**src/rtl/if_fetch_stage_pkg.sv**
```systemverilog
// ---------------------------------------------------------------------------
// if_fetch_stage_pkg
// Shared definitions for the instruction-fetch stage and the decode stage:
// datapath widths, reset/opcode-field defaults, the fetch FSM encoding,
// the opcode constants decode compares against, and a word-align helper.
// ---------------------------------------------------------------------------
package if_fetch_stage_pkg;

  localparam int XLEN  = 32;
  localparam int ILEN  = 32;
  localparam int OPC_W = 5;

  localparam logic [XLEN-1:0] RESET_PC_DEFAULT = 32'h0000_0000;
  localparam int              OPC_LSB_DEFAULT  = 27;

  // Opcode values carried in instr[OPC_LSB+4:OPC_LSB]
  localparam logic [OPC_W-1:0] OPC_AND = 5'h00;
  localparam logic [OPC_W-1:0] OPC_OR  = 5'h01;
  localparam logic [OPC_W-1:0] OPC_ADD = 5'h02;
  localparam logic [OPC_W-1:0] OPC_SUB = 5'h06;
  localparam logic [OPC_W-1:0] OPC_SLT = 5'h07;
  localparam logic [OPC_W-1:0] OPC_LW  = 5'h08;
  localparam logic [OPC_W-1:0] OPC_SW  = 5'h0A;
  localparam logic [OPC_W-1:0] OPC_BNE = 5'h0E;

  typedef enum logic [1:0] {
    ST_BOOT    = 2'd0,
    ST_FETCH   = 2'd1,
    ST_HOLD    = 2'd2,
    ST_DISCARD = 2'd3
  } fetch_state_t;

  // Fetch addresses are always word aligned; low two bits are dropped.
  function automatic logic [XLEN-1:0] align_word(input logic [XLEN-1:0] addr);
    return {addr[XLEN-1:2], 2'b00};
  endfunction

endpackage

```
**src/rtl/if_id_reg.sv**
```systemverilog
// ---------------------------------------------------------------------------
// if_id_reg
// IF/ID pipeline register. Flush kills the live flag, load captures a new
// instruction with its address and address+4, otherwise everything holds.
// Ports:
//   clk, rst_n           clock, asynchronous active-low reset
//   load, flush          capture a new instruction / invalidate (flush wins)
//   load_instr, load_pc  instruction and its address to capture
//   valid, instr, pc, pc4  registered contents
// ---------------------------------------------------------------------------
module if_id_reg
  import if_fetch_stage_pkg::*;
(
  input  logic            clk,
  input  logic            rst_n,
  input  logic            load,
  input  logic            flush,
  input  logic [ILEN-1:0] load_instr,
  input  logic [XLEN-1:0] load_pc,
  output logic            valid,
  output logic [ILEN-1:0] instr,
  output logic [XLEN-1:0] pc,
  output logic [XLEN-1:0] pc4
);

  // A flush only clears the live flag; the stale payload is harmless
  // because downstream qualifies everything with valid.
  always_ff @(posedge clk or negedge rst_n) begin
    if (!rst_n) begin
      valid <= 1'b0;
      instr <= '0;
      pc    <= '0;
      pc4   <= '0;
    end else if (flush) begin
      valid <= 1'b0;
    end else if (load) begin
      valid <= 1'b1;
      instr <= load_instr;
      pc    <= load_pc;
      pc4   <= load_pc + 32'd4;
    end
  end

endmodule

```
**src/rtl/if_fetch_stage.sv**
```systemverilog
// ---------------------------------------------------------------------------
// if_fetch_stage
// Instruction fetch: issues one request at a time to instruction memory,
// fills the IF/ID register, parks a returned instruction in a one-entry
// skid buffer while decode stalls, and handles branch redirects, including
// discarding a request that was already in flight.
// Ports:
//   clk, rst_n                     clock, asynchronous active-low reset
//   imem_req, imem_addr            fetch request and word-aligned address
//   imem_ack, imem_rdata           response strobe and instruction
//   stall                          decode cannot accept this cycle
//   branch_taken, branch_target    redirect request and its address
//   if_id_valid/instr/pc/pc4       IF/ID register contents
//   if_id_opcode                   opcode field of if_id_instr
// ---------------------------------------------------------------------------
module if_fetch_stage
  import if_fetch_stage_pkg::*;
#(
  parameter logic [XLEN-1:0] RESET_PC = RESET_PC_DEFAULT,
  parameter int              OPC_LSB  = OPC_LSB_DEFAULT
) (
  input  logic             clk,
  input  logic             rst_n,
  output logic             imem_req,
  output logic [XLEN-1:0]  imem_addr,
  input  logic             imem_ack,
  input  logic [ILEN-1:0]  imem_rdata,
  input  logic             stall,
  input  logic             branch_taken,
  input  logic [XLEN-1:0]  branch_target,
  output logic             if_id_valid,
  output logic [ILEN-1:0]  if_id_instr,
  output logic [XLEN-1:0]  if_id_pc,
  output logic [XLEN-1:0]  if_id_pc4,
  output logic [OPC_W-1:0] if_id_opcode
);

  fetch_state_t    state, state_next;
  logic [XLEN-1:0] pc;
  logic [XLEN-1:0] discard_addr;
  logic [ILEN-1:0] skid_instr;
  logic [XLEN-1:0] skid_pc;
  logic            skid_valid;

  logic            id_load;
  logic            id_flush;
  logic [ILEN-1:0] id_instr;
  logic [XLEN-1:0] id_pc;
  logic            skid_capture;

  always_ff @(posedge clk or negedge rst_n) begin
    if (!rst_n) state <= ST_BOOT;
    else        state <= state_next;
  end

  // A redirect without a response leaves a request in flight, so it must
  // be drained in DISCARD before a request to the target can be issued.
  always_comb begin
    state_next = state;
    case (state)
      ST_BOOT:    state_next = ST_FETCH;
      ST_FETCH: begin
        if (branch_taken)  state_next = imem_ack ? ST_FETCH : ST_DISCARD;
        else if (imem_ack) state_next = stall ? ST_HOLD : ST_FETCH;
      end
      ST_HOLD: begin
        if (branch_taken || !stall) state_next = ST_FETCH;
      end
      ST_DISCARD: begin
        if (imem_ack) state_next = ST_FETCH;
      end
      default:    state_next = ST_BOOT;
    endcase
  end

  // DISCARD keeps presenting the abandoned address while pc already
  // tracks the newest target. Anything not loaded while decode is free
  // becomes a bubble; a redirect always kills the IF/ID contents.
  always_comb begin
    imem_req     = 1'b0;
    imem_addr    = align_word(pc);
    id_load      = 1'b0;
    id_instr     = imem_rdata;
    id_pc        = pc;
    skid_capture = 1'b0;
    case (state)
      ST_FETCH: begin
        imem_req     = 1'b1;
        id_load      = imem_ack && !stall && !branch_taken;
        skid_capture = imem_ack && stall && !branch_taken;
      end
      ST_HOLD: begin
        id_load  = !stall && !branch_taken && skid_valid;
        id_instr = skid_instr;
        id_pc    = skid_pc;
      end
      ST_DISCARD: begin
        imem_req  = 1'b1;
        imem_addr = discard_addr;
      end
      default: ;
    endcase
    id_flush = branch_taken || (!id_load && !stall);
  end

  // pc is not advanced when the skid buffer is filled, so it still names
  // the parked instruction and advances when that instruction moves on.
  always_ff @(posedge clk or negedge rst_n) begin
    if (!rst_n) begin
      pc           <= align_word(RESET_PC);
      discard_addr <= '0;
      skid_instr   <= '0;
      skid_pc      <= '0;
      skid_valid   <= 1'b0;
    end else begin
      if (state == ST_FETCH && branch_taken && !imem_ack)
        discard_addr <= align_word(pc);
      if (branch_taken) begin
        pc         <= align_word(branch_target);
        skid_valid <= 1'b0;
      end else begin
        if (id_load) begin
          pc         <= pc + 32'd4;
          skid_valid <= 1'b0;
        end
        if (skid_capture) begin
          skid_instr <= imem_rdata;
          skid_pc    <= pc;
          skid_valid <= 1'b1;
        end
      end
    end
  end

  if_id_reg u_if_id_reg (
    .clk        (clk),
    .rst_n      (rst_n),
    .load       (id_load),
    .flush      (id_flush),
    .load_instr (id_instr),
    .load_pc    (id_pc),
    .valid      (if_id_valid),
    .instr      (if_id_instr),
    .pc         (if_id_pc),
    .pc4        (if_id_pc4)
  );

  assign if_id_opcode = if_id_instr[OPC_LSB +: OPC_W];

endmodule

```
**config.mk**
```make
export PLATFORM = sky130hd
export DESIGN_NAME = if_fetch_stage
export DESIGN_NICKNAME = d
export VERILOG_FILES = /design/src/rtl/if_fetch_stage_pkg.sv /design/src/rtl/if_id_reg.sv /design/src/rtl/if_fetch_stage.sv
export SDC_FILE = /design/constraint.sdc
export NUM_CORES = 1
export LEC_CHECK = 0
export ABC_AREA = 1
export BUFFER_PORTS_ARGS = -buffer_cell sky130_fd_sc_hd__buf_4
export CAP_MARGIN = 20
export CORE_ASPECT_RATIO = 1.1
export CORE_UTILIZATION = 56
export DETAILED_ROUTE_END_ITERATION = 8
export GPL_TIMING_DRIVEN = 0
export PLACE_DENSITY = 0.91
export SLEW_MARGIN = 10
export SYNTH_ARGS = -nofsm -noshare
export SYNTH_HDL_FRONTEND = slang
export SYNTH_SLANG_ARGS = --single-unit
```
**constraint.sdc**
```tcl
create_clock -name clk -period 2.55 [get_ports clk]
set_input_delay 0.51 -clock clk [delete_from_list [all_inputs] [get_ports clk]]
set_output_delay 0.51 -clock clk [all_outputs]
set_load 0.02 [all_outputs]
```
==> reports/qor.csv, run 1 <==
stage;metric;value;unit
global_routing;pin count of the biggest net entering global routing;87;
routing;DRC Markers;0;
power;Peak VDD IR;0.000839;V
cts;H-tree depth;1;
power;Internal;9.67;mW
sta;Final period util;95.7;%
sta;min Tclk post-route;2.44;ns
cells_and_area;area occupied by multi-input gates;0.00483;mm^2
global_routing;first-pass GRT wire length;55000;um
worst_setup_path;Req. time, crit path;2.04;ns
sta;fmax;0.410;GHz
routing;met2 routed wirelength;16800;um
cts;Max clock buf depth;3;
place;Place WS;0.170;ns
cells_and_area;Util after Layout;71.5;%
cts;Clock Latency Late Sink;0.53;ns
worst_setup_path;register-to-register path setup slack;0.17;ns
status;status;complete, no violations;
sta;final max-slew violation count;0;
routing;routed length on met1;13500;um
worst_setup_path;Arrival @ worst endpoint;1.93;ns
routing;drt pass-1 iters;5;
routing;vias;11000;
power;Pwr Density;1180;mW/mm^2
sta;RSZ-0062 raised after global routing;false;
worst_setup_path;Critical path buffers and inverters;2;
routing;initial DRC count;1015;
global_routing;Overflow after GRT;0;
routing;mean number of vias per cell;5.70;
worst_setup_path;crit-path leading delay family;buffers and inverters;
worst_setup_path;crit path launch;state[1];
synthesis;post-synthesis cell count;1441;
die;die height;149;um
worst_setup_path;crit path kind;reg2out;
sta;TNS Setup;0;ns
power;Sw Share;40.4;%
power;Leak;6.90;nW
worst_setup_path;R2R cell count;14;
cells_and_area;Fill cells;1511;
routing;DR WL met3;3120;um
die;core area;0.0192;mm^2
cells_and_area;Layout area overhead;24.4;%
cts;CTS tree;built;
sta;Slew headroom;50.2;%
cts;Reg clk slew, reported paths;0.07;ns
cells_and_area;nets;1742;
die;row cnt;53;
cts;Root Driver;clkbuf_16;
worst_setup_path;Critical-path top delay cell;dfrtp_1;
routing;Top Metal Used;met4;
worst_setup_path;RR Startpoint;state[0];
cells_and_area;ant diodes;0;
global_routing;GRT Overall Usage;35.2;%
cells_and_area;commonest cells after routing, fill and taps aside;547 x nand2_1, 218 x dfrtp_1, 208 x buf_4, 189 x o21ai_0, 103 x inv_1;
min_path;worst min path class;in2reg;
synthesis;Yosys reg bits;218;
place;routability cong.;0.948;
synthesis;sequential area share after synthesis;49.3;%
worst_setup_path;r2r endpoint;u_if_id_reg.pc4[31];
power;Reg power frac;36.9;%
power;Logic pwr share;40.6;%
global_routing;vias in the first global route;10600;
routing;total wire length;35100;um
worst_setup_path;Worst setup SP type;flop;
synthesis;Yosys Warn Count;0;
sta;final worst slack;0.110;ns
sta;Final Hold Fails;0;
synthesis;Unique masters post-synth;42;
cts;Sink Count;218;
synthesis;Mapped Area;0.0111;mm^2
routing;Routed Antenna Nets;0;
job;MaxCap Viol Count;0;
worst_setup_path;Critical Path Fanout Max;10;
cells_and_area;share of layout cells above drive strength 1;20.7;%
min_path;min-delay src;branch_target[28];
worst_setup_path;critical path capture point type;output pin;
min_path;Hold Path End;pc[28];
sta;worst slew pin tran;0.746;ns
cts;Num CTS Buffers;23;
worst_setup_path;crit path cell chain;ha_2 > clkbuf_2 > nand2_1 > o21ai_0 > buf_4;
cells_and_area;most common cell after layout, fill and taps aside;nand2_1;
cells_and_area;Sequential Area;0.00546;mm^2
min_path;worst hold stages;3;
synthesis;Synth top area share;49.3;%
power;clock share of power;22.5;%
routing;DR WL/cell;18.2;um
die;DIE AREA;0.0203;mm^2
die;I/O pin cnt;204;
die;Starting Density;57.5;%
sta;final setup violating endpoints;0;
worst_setup_path;delay of the slowest critical-path stage;0.41;ns
place;DPL Wire Length;25700;um
sta;clk_skew;0.0203;ns
synthesis;largest area contributor in the netlist;dfrtp_1;
synthesis;Syn Area/Cell;7.68;um^2
die;Die W;136;um
power;P_sw;6.55;mW
place;Port-buffer cells;194;
synthesis;Synth area leaders;dfrtp_1 49%, nand2_1 19%, o21ai_0 8.5%, inv_1 3.5%, nor2_1 2.7%;
global_routing;initial antenna violation count;0;
## per-layer routing
metal | vias up | GRT usage (%)
met5 | - | 0
met4 | 0 | 18.2
met3 | 122 | 7.38
met2 | 572 | 56.7
met1 | 5273 | 44.5
li1 | 5029 | -
## worst max-delay path by stage
stage                                  to  slack (ns)  depth (start not counted)
CTS                         imem_addr[25]        0.04                          5
floorplan             u_if_id_reg.pc4[22]        0.55                         13
global placement    u_if_id_reg.instr[24]       -0.61                          1
detailed placement    u_if_id_reg.pc4[24]        0.17                         13
finish                      imem_addr[14]        0.11                          5
global route          u_if_id_reg.pc4[31]        0.01                         14
## logic make-up (layout without fill, tap and decap cells)
group / Yosys count / count (layout) / synth area share [%]
xor gates and xnor gates: 17 / 17 / 1.35
other: 1 / 6 / 0.0339
and+or+nand+nor: 777 / 777 / 29.5
buffers and inverters: 185 / 421 / 7.41
AOI/OAI and AO/OA: 237 / 237 / 11.7
DFF: 218 / 218 / 49.3
adders and majority gates: 6 / 6 / 0.678
## registers in the layout, summed over array words and instances (netlist names)
name,count
skid_valid,1
u_if_id_reg.pc,30
discard_addr,30
skid_instr,32
u_if_id_reg.instr,32
state,2
pc,30
skid_pc,30
u_if_id_reg.pc4,30
u_if_id_reg.valid,1
## tightest hold or removal path, cell delays in order
cell and delay (ns):
buf_4 0.08, nand2_1 0.04, nand3_1 0.07
## layout make-up
cell class	instances	area share (%)
multi-input cells	1043	35.1
clock inverters	10	1.12
inverters	106	2.93
clock buffers	30	4.81
flip-flops and latches	218	39.6
well taps	247	2.25
repair buffers	197	11.1
plain buffers	78	3.06
## through the flow
stage / hold WS (ns) / total power [mW] / std cells / cell area, um^2
after CTS: 0.212 / 16.1 / 1929 / 13700
after global placement: 0.460 / 12.2 / 1887 / 12800
after global routing: 0.216 / 17.1 / 1929 / 13800
after floorplan: 0.214 / 9.60 / 1446 / 11100
after detailed placement: 0.466 / 12.5 / 1889 / 12900
final: 0.215 / 16.2 / 1929 / 13800
## timing repair
item / in CTS / in global routing
setup endpoints to repair: 30 / 31
setup buffers: 0 / 0
endpoints found under the hold margin: 56 / 0
hold buffers: 1 / 0
resized for setup: 3 / 13
## synth_stat cells
library cell	n
nand2_2	29
o21a_1	5
buf_2	19
o221ai_1	5
conb_1	1
o21ai_1	2
nand4_1	13
inv_6	1
a31oi_1	2
nand3b_1	1
xor2_1	16
inv_1	103
buf_12	1
nor2_4	5
and2_1	1
nand2_4	4
a21oi_1	4
buf_4	15
a211oi_1	2
clkbuf_2	1
xnor2_1	1
nand3_2	2
o22ai_1	1
a22oi_1	2
or2_2	2
nand2_1	548
nor2_2	16
inv_2	2
nand3_1	58
o21ai_0	189
nor2_1	80
nor3_2	1
o211ai_1	17
a21o_1	1
buf_6	3
clkbuf_1	39
nor3_1	16
nor2_8	1
dfrtp_1	218
ha_1	6
buf_1	1
o21bai_1	7
## power by group through the flow
stage | logic, mW | registers (mW) | clock network (mW)
after CTS | 6.54 | 5.95 | 3.66
final | 6.58 | 5.98 | 3.65
after detailed placement | 6.49 | 5.97 | 0
after floorplan | 3.04 | 6.57 | 0
after global routing | 7.18 | 6.13 | 3.80
after global placement | 6.28 | 5.91 | 0
Power figures use the tool's default switching activity.
==> run 2, diff against run 1 <==
==> constraint.sdc (replaced) <==
create_clock -name clk -period 2.8 [get_ports clk]
set_input_delay 0.56 -clock clk [delete_from_list [all_inputs] [get_ports clk]]
set_output_delay 0.56 -clock clk [all_outputs]
set_load 0.02 [all_outputs]
==> run 2 against run 1 <==
Total power fell by 9.1%. Sequential share of layout area increased by 0.061 points. Via count about the same. Count of clock-buffer cells in the layout unchanged. Utilization shrank 0.11 points. Die area did not move. Register-to-register slack better by 0.13 ns. Hold slack better by 0.055 ns. Cell count is the same. Final area shrank 0.15%. Critical path type unchanged.
==> reports/qor.csv, run 2 (synthesis results as in run 1) <==
stage;metric;value;unit;change
die;row cnt;53;;unchanged
status;status;complete, no violations;;unchanged
global_routing;first-pass GRT wire length;55000;um;about the same
worst_setup_path;register-to-register path setup slack;0.30;ns;was 0.17 ns
cts;Num CTS Buffers;23;;unchanged
cells_and_area;Layout area overhead;24.2;%;was 24.4%
cts;Post-CTS Setup Bufs;0;;unchanged
min_path;worst min path class;in2reg;;unchanged
sta;clk_skew;0.0228;ns;was 0.0203 ns
die;core area;0.0192;mm^2;unchanged
worst_setup_path;RR Startpoint;state[0];;unchanged
cells_and_area;Util after Layout;71.4;%;was 71.5%
routing;DRC Markers;0;;unchanged
routing;total wire length;35000;um;was 35,100 um
sta;final max-slew violation count;0;;unchanged
routing;DR WL/cell;18.2;um;about the same
place;routability cong.;0.948;;unchanged
power;Peak VDD IR;0.000757;V;was 0.000839 V
sta;worst slew pin tran;0.777;ns;was 0.746 ns
sta;final hold slack;0.270;ns;was 0.215 ns
place;DPL Wire Length;25700;um;unchanged
cells_and_area;nets;1742;;unchanged
place;Place WS;0.420;ns;was 0.170 ns
die;Die W;136;um;unchanged
cts;H-tree depth;1;;unchanged
global_routing;met3 Resource Use GR;7.38;%;unchanged
min_path;worst hold stages;3;;unchanged
worst_setup_path;crit path launch;state[0];;was state[1]
worst_setup_path;Req. time, crit path;2.24;ns;was 2.04 ns
worst_setup_path;R2R cell count;14;;unchanged
routing;initial DRC count;982;;was 1,015
sta;final setup violating endpoints;0;;unchanged
worst_setup_path;critical path capture point type;output pin;;unchanged
cells_and_area;share of layout cells above drive strength 1;20.3;%;was 20.7%
routing;vias;11000;;about the same
cts;Reg clk slew, reported paths;0.06;ns;was 0.07 ns
cells_and_area;most common cell after layout, fill and taps aside;nand2_1;;unchanged
job;MaxCap Viol Count;0;;unchanged
cts;Clock Latency Late Sink;0.53;ns;about the same
worst_setup_path;r2r endpoint;u_if_id_reg.pc4[31];;unchanged
sta;RSZ-0062 raised after global routing;false;;unchanged
cells_and_area;commonest cells after routing, fill and taps aside;548 x nand2_1, 218 x dfrtp_1, 208 x buf_4, 189 x o21ai_0, 103 x inv_1;;was 547 x nand2_1, 218 x dfrtp_1, 208 x buf_4, 189 x o21ai_0, 103 x inv_1
sta;Final Hold Fails;0;;unchanged
power;Leak;6.89;nW;was 6.90 nW
sta;final worst slack;0.132;ns;was 0.110 ns
die;DIE AREA;0.0203;mm^2;unchanged
global_routing;GRT Overall Usage;35.1;%;was 35.2%
cells_and_area;top flop regs;skid_instr (32), u_if_id_reg.instr (32);;unchanged
power;total power;14.7;mW;was 16.2 mW
place;Port-buffer cells;194;;unchanged
sta;Slew headroom;48.2;%;was 50.2%
routing;mean number of vias per cell;5.70;;about the same
worst_setup_path;worst setup path end;imem_addr[14];;unchanged
sta;min Tclk post-route;2.67;ns;
global_routing;initial antenna violation count;0;;unchanged
cts;Max clock buf depth;3;;unchanged
global_routing;met1 usage in global routing;44.5;%;unchanged
routing;Routed Antenna Nets;0;;unchanged
cts;Root Driver;clkbuf_16;;unchanged
die;I/O pin cnt;204;;unchanged
die;Starting Density;57.5;%;unchanged
cells_and_area;ant diodes;0;;unchanged
global_routing;Top Usage Layer GRT;met2;;unchanged
die;die height;149;um;unchanged
global_routing;Overflow after GRT;0;;unchanged
power;Pwr Density;1070;mW/mm^2;was 1180 mW/mm^2
cts;CTS tree;built;;unchanged
worst_setup_path;crit path kind;reg2out;;unchanged
sta;fmax;0.375;GHz;
worst_setup_path;Critical Path Fanout Max;10;;unchanged
global_routing;pin count of the biggest net entering global routing;87;;unchanged
global_routing;vias in the first global route;10600;;about the same
routing;drt pass-1 iters;6;;was 5
worst_setup_path;Arrival @ worst endpoint;2.11;ns;was 1.93 ns
sta;Final period util;95.3;%;
worst_setup_path;Worst setup SP type;flop;;unchanged
global_routing;met2 usage in global routing;56.7;%;about the same
sta;TNS Setup;0;ns;unchanged
cts;Sink Count;218;;unchanged
run 2: per-stage QoR:
| step | cells | cell area, um^2 |
|---|---|---|
| floorplan | 1446 | 11100 |
| global placement | 1887 | 12800 |
| detailed placement | 1889 | 12900 |
| CTS | 1930 | 13700 |
| global route | 1929 | 13700 |
| finish | 1929 | 13700 |
run 2: how the worst min path moves through the flow:
stage,startpoint,endpoint,slack [ns]
after floorplan,rst_n,discard_addr[10],0.26
after global placement,skid_pc[31],skid_pc[31],0.46
after detailed placement,skid_valid,skid_valid,0.47
after CTS,branch_target[9],pc[9],0.26
after global routing,branch_target[8],pc[8],0.27
final,branch_target[28],pc[28],0.27
run 2: cell type report:
cell class                 instances  area [um^2]
fill                            1511         5490
sequential                       218         5460
multi-input combinational       1043         4810
timing repair buffer             197         1530
clock buffer                      30          662
buffer                            78          418
inverter                         106          403
tap                              247          309
clock inverter                    10          154
run 2: timing repair:
action / CTS / global route
endpoints found under the hold margin: 56 / 0
pin swaps: 0 / 0
setup endpoints to repair: 10 / 30
resized for setup: 2 / 4
hold buffers: 1 / 0
run 2: worst max-delay path, stage by stage, from the launching register on:
cell and delay, ns:
dfrtp_1 0.40, ha_1 0.43, clkbuf_1 0.36, o21ai_0 0.19
buf_4 0.19
run 2: report_power, final:
part / internal (mW) / switching (mW)
sequential: 4.51 / 0.943
combinational: 2.27 / 3.71
clock: 2.03 / 1.29
run 2: layer usage:
metal  wire length [um]  share of wire [%]
met1              13200                 38
met2              16700                 48
met3               3320                9.5
met4               1720                4.9
met5                  0                  0
==> run 3, diff against run 2 <==
--- a/config.mk
+++ b/config.mk
@@ -16,4 +16,5 @@
 export SLEW_MARGIN = 10
 export SYNTH_ARGS = -nofsm -noshare
 export SYNTH_HDL_FRONTEND = slang
+export SYNTH_HIERARCHICAL = 1
 export SYNTH_SLANG_ARGS = --single-unit
==> constraint.sdc (replaced) <==
create_clock -name clk -period 2.8 [get_ports clk]
set_input_delay 0.56 -clock clk [delete_from_list [all_inputs] [get_ports clk]]
set_output_delay 0.56 -clock clk [all_outputs]
set_load 0.1 [all_outputs]
==> run 3 against run 2 <==
Non-clock buffer count rose by 5. Fmax decreased by 0.58%. Flip-flop and latch count grew 2. Setup slack got worse by 0.016 ns.
==> reports/qor.csv, run 3 <==
stage;metric;value;unit;change
routing;DRC Markers;0;;unchanged
cts;Root Driver;clkbuf_16;;unchanged
die;I/O pin cnt;204;;unchanged
cts;Clock Latency Late Sink;0.51;ns;was 0.53 ns
synthesis;sequential area share after synthesis;48.7;%;was 49.3%
min_path;worst min path class;in2async;;was in2reg
routing;mean number of vias per cell;5.55;;was 5.70
cells_and_area;Layout area overhead;24.2;%;about the same
synthesis;Yosys Warn Count;6;;was 0
synthesis;Synth area leaders;dfrtp_1 49%, nand2_1 19%, o21ai_0 7.9%, nand3_1 5.4%, inv_1 4.2%;;was dfrtp_1 49%, nand2_1 19%, o21ai_0 8.5%, inv_1 3.5%, nor2_1 2.7%
cts;CTS tree;built;;unchanged
worst_setup_path;RR Startpoint;state[0];;unchanged
cts;Max clock buf depth;3;;unchanged
worst_setup_path;register-to-register path setup slack;0.18;ns;was 0.30 ns
routing;total wire length;33300;um;was 35,000 um
sta;clk_skew;0.0119;ns;was 0.0228 ns
routing;Routed Antenna Nets;0;;unchanged
worst_setup_path;crit path cell chain;ha_2 > clkbuf_2 > nand2_1 > o21ai_1 > buf_4;;was ha_1 > clkbuf_1 > o21ai_0 > buf_4
worst_setup_path;R2R cell count;14;;unchanged
place;routability cong.;0.944;;was 0.948
place;Port-buffer cells;198;;was 194
die;core area;0.0198;mm^2;was 0.0192 mm^2
sta;fmax;0.373;GHz;was 0.375 GHz
cells_and_area;post-route cell area;0.0140;mm^2;was 0.0137 mm^2
global_routing;initial antenna violation count;0;;unchanged
synthesis;post-synthesis cell count;1533;;was 1,441
worst_setup_path;Worst setup SP type;flop;;unchanged
die;die height;151;um;was 149 um
worst_setup_path;Req. time, crit path;2.24;ns;about the same
place;placed instance area;0.0132;mm^2;was 0.0129 mm^2
synthesis;Main synth FF type;dfrtp_1;;unchanged
worst_setup_path;r2r endpoint;u_if_id_reg/pc4[29];;was u_if_id_reg.pc4[31]
synthesis;largest area contributor in the netlist;dfrtp_1;;unchanged
job;MaxCap Viol Count;0;;unchanged
worst_setup_path;Critical-path top delay cell;dfrtp_1;;was ha_1
synthesis;Post-synth top cells;580 x nand2_1, 220 x dfrtp_1, 178 x o21ai_0;;was 548 x nand2_1, 218 x dfrtp_1, 189 x o21ai_0
status;status;complete, no violations;;unchanged
cells_and_area;ant diodes;0;;unchanged
cells_and_area;share of layout cells above drive strength 1;19.2;%;was 20.3%
die;Die W;137;um;was 136 um
cells_and_area;Fill cells;1522;;was 1,511
worst_setup_path;Arrival @ worst endpoint;2.12;ns;was 2.11 ns
sta;final setup violating endpoints;0;;unchanged
synthesis;number of synthesized flops with an enable pin;0;;unchanged
sta;final max-slew violation count;0;;unchanged
routing;DR WL/cell;16.4;um;was 18.2 um
cts;CTS hold repair buffers;0;;was 1
worst_setup_path;crit path kind;reg2out;;unchanged
sta;Slew headroom;43.7;%;was 48.2%
sta;final hold slack;0.0969;ns;was 0.270 ns
global_routing;GRT Overall Usage;32.8;%;was 35.1%
cts;Num CTS Buffers;23;;unchanged
cells_and_area;nets;1836;;was 1,742
global_routing;Overflow after GRT;0;;unchanged
global_routing;vias in the first global route;10700;;was 10,600
die;Starting Density;57.1;%;was 57.5%
synthesis;Yosys reg bits;220;;was 218
routing;initial DRC count;1255;;was 982
sta;Final period util;95.8;%;was 95.3%
global_routing;pin count of the biggest net entering global routing;112;;was 87
sta;RSZ-0062 raised after global routing;true;;was false
cells_and_area;top flop regs;skid_instr (32), u_if_id_reg/instr (32), u_if_id_reg/pc (32);;was skid_instr (32), u_if_id_reg.instr (32)
worst_setup_path;delay of the slowest critical-path stage;0.39;ns;was 0.43 ns
synthesis;Mapped Area;0.0113;mm^2;was 0.0111 mm^2
sta;min Tclk post-route;2.68;ns;was 2.67 ns
worst_setup_path;crit-path leading delay family;buffers and inverters;;unchanged
sta;Final Hold Fails;0;;unchanged
worst_setup_path;critical path capture point type;output pin;;unchanged
die;row cnt;54;;was 53
cts;Sink Count;220;;was 218
cells_and_area;commonest cells after routing, fill and taps aside;580 x nand2_1, 220 x dfrtp_1, 215 x buf_4, 139 x o21ai_0, 128 x inv_1;;was 548 x nand2_1, 218 x dfrtp_1, 208 x buf_4, 189 x o21ai_0, 103 x inv_1
place;DPL Wire Length;24300;um;was 25,700 um
routing;vias;11300;;was 11,000
cts;H-tree depth;1;;unchanged
cells_and_area;most common cell after layout, fill and taps aside;nand2_1;;unchanged
synthesis;Synth top area share;48.7;%;was 49.3%
global_routing;first-pass GRT wire length;52900;um;was 55,000 um
synthesis;asr flop ratio synth;100;%;unchanged
die;DIE AREA;0.0208;mm^2;was 0.0203 mm^2
worst_setup_path;Critical Path Fanout Max;10;;unchanged
sta;worst slew pin tran;0.845;ns;was 0.777 ns
synthesis;Syn Area/Cell;7.38;um^2;was 7.68 um^2
cts;Reg clk slew, reported paths;0.06;ns;about the same
worst_setup_path;Critical path buffers and inverters;2;;unchanged
routing;drt pass-1 iters;5;;was 6
synthesis;Unique masters post-synth;33;;was 42
synthesis;most common cell in the netlist;nand2_1;;unchanged
## run 3: changes by cell type in the layout (fill, tap and decap cells not counted), sizes merged, moves of 13 or more
cell | before | now
nand3 | 60 | 123
nor2 | 102 | 138
o21ai | 191 | 219
inv | 107 | 133
o211ai | 17 | 3
nor3 | 17 | 4
## run 3: through the flow
stage	setup TNS [ns]	setup slack, ns	std cells	util, %
2_1_floorplan	-2.28	-0.0786	1536	-
3_3_place_gp	-83.30	-0.391	1986	66.3
3_5_place_dp	-1.53	-0.215	1987	66.5
4_1_cts	0	0.0178	2028	70.7
5_1_grt	-0.0185	-0.0112	2029	70.9
6_report	0	0.117	2029	70.9
## run 3: worst max-delay path by stage
stage / end / slack (ns) / start / depth (start not counted)
2_1_floorplan: imem_addr[10] / -0.08 / state[0] / 4
3_3_place_gp: u_if_id_reg/pc[23] / -0.39 / rst_n / 1
3_5_place_dp: u_if_id_reg/pc4[24] / -0.22 / state[0] / 15
4_1_cts: u_if_id_reg/pc[17] / 0.02 / state[0] / 15
5_1_grt: u_if_id_reg/pc4[29] / -0.01 / state[0] / 14
6_report: imem_addr[7] / 0.12 / state[1] / 5
## run 3: cells by family (layout without fill, tap and decap cells)
kind of cell	Yosys count	after routing	share of synthesized area (%)
AND/OR/NAND/NOR	864	864	32.0
buffers and inverters	213	454	8.30
XOR/XNOR	4	4	0.310
other	1	4	0.0332
adder cells (fa/ha/maj)	5	5	0.553
AO/OA/AOI/OAI	226	226	10.1
flip-flops	220	220	48.7
## run 3: worst reg2reg max path: stages (launching register included)
cell and delay, ns:
dfrtp_1 0.41, inv_1 0.07, ha_1 0.14, clkbuf_4 0.20, buf_4 0.22, buf_2 0.23, nand2_1 0.08, o21ai_0 0.23
nand2_1 0.20, nor2_2 0.23, nand2_4 0.10, nor2_1 0.21, nand2_1 0.08, nand2_1 0.06, nand3_1 0.05
## run 3: layout make-up
| class | instances | area (um^2) | share of cell area, % |
|---|---|---|---|
| inverter | 134 | 508 | 3.62 |
| timing repair buffer | 203 | 1560 | 11.1 |
| sequential | 220 | 5510 | 39.2 |
| buffer | 77 | 450 | 3.21 |
| clock buffer | 28 | 614 | 4.38 |
| multi-input combinational | 1103 | 4900 | 34.9 |
| clock inverter | 12 | 188 | 1.34 |
| tap | 252 | 315 | 2.25 |
## run 3: routing by layer
layer / global-route usage, % / part of all wire, % / up-vias / wire length, um
li1: - / - / 5269 / -
met1: 42.9 / 40 / 5334 / 13200
met2: 54.5 / 48 / 558 / 16100
met3: 3.82 / 7.7 / 94 / 2570
met4: 14.9 / 4.4 / 0 / 1450
met5: 0 / 0 / - / 0
## run 3: what timing repair did
item / 4_1_cts / 5_1_grt
gates resized for setup: 11 / 39
pin swaps: 2 / 2
endpoints found under the hold margin: 0 / 0
buffers inserted: 2 / 2
endpoints found under the setup margin: 75 / 102
Power of run 3 is left out: the tool's default activity adds up to more than one toggle a clock period on the data nets, which glitch-free logic cannot reach.
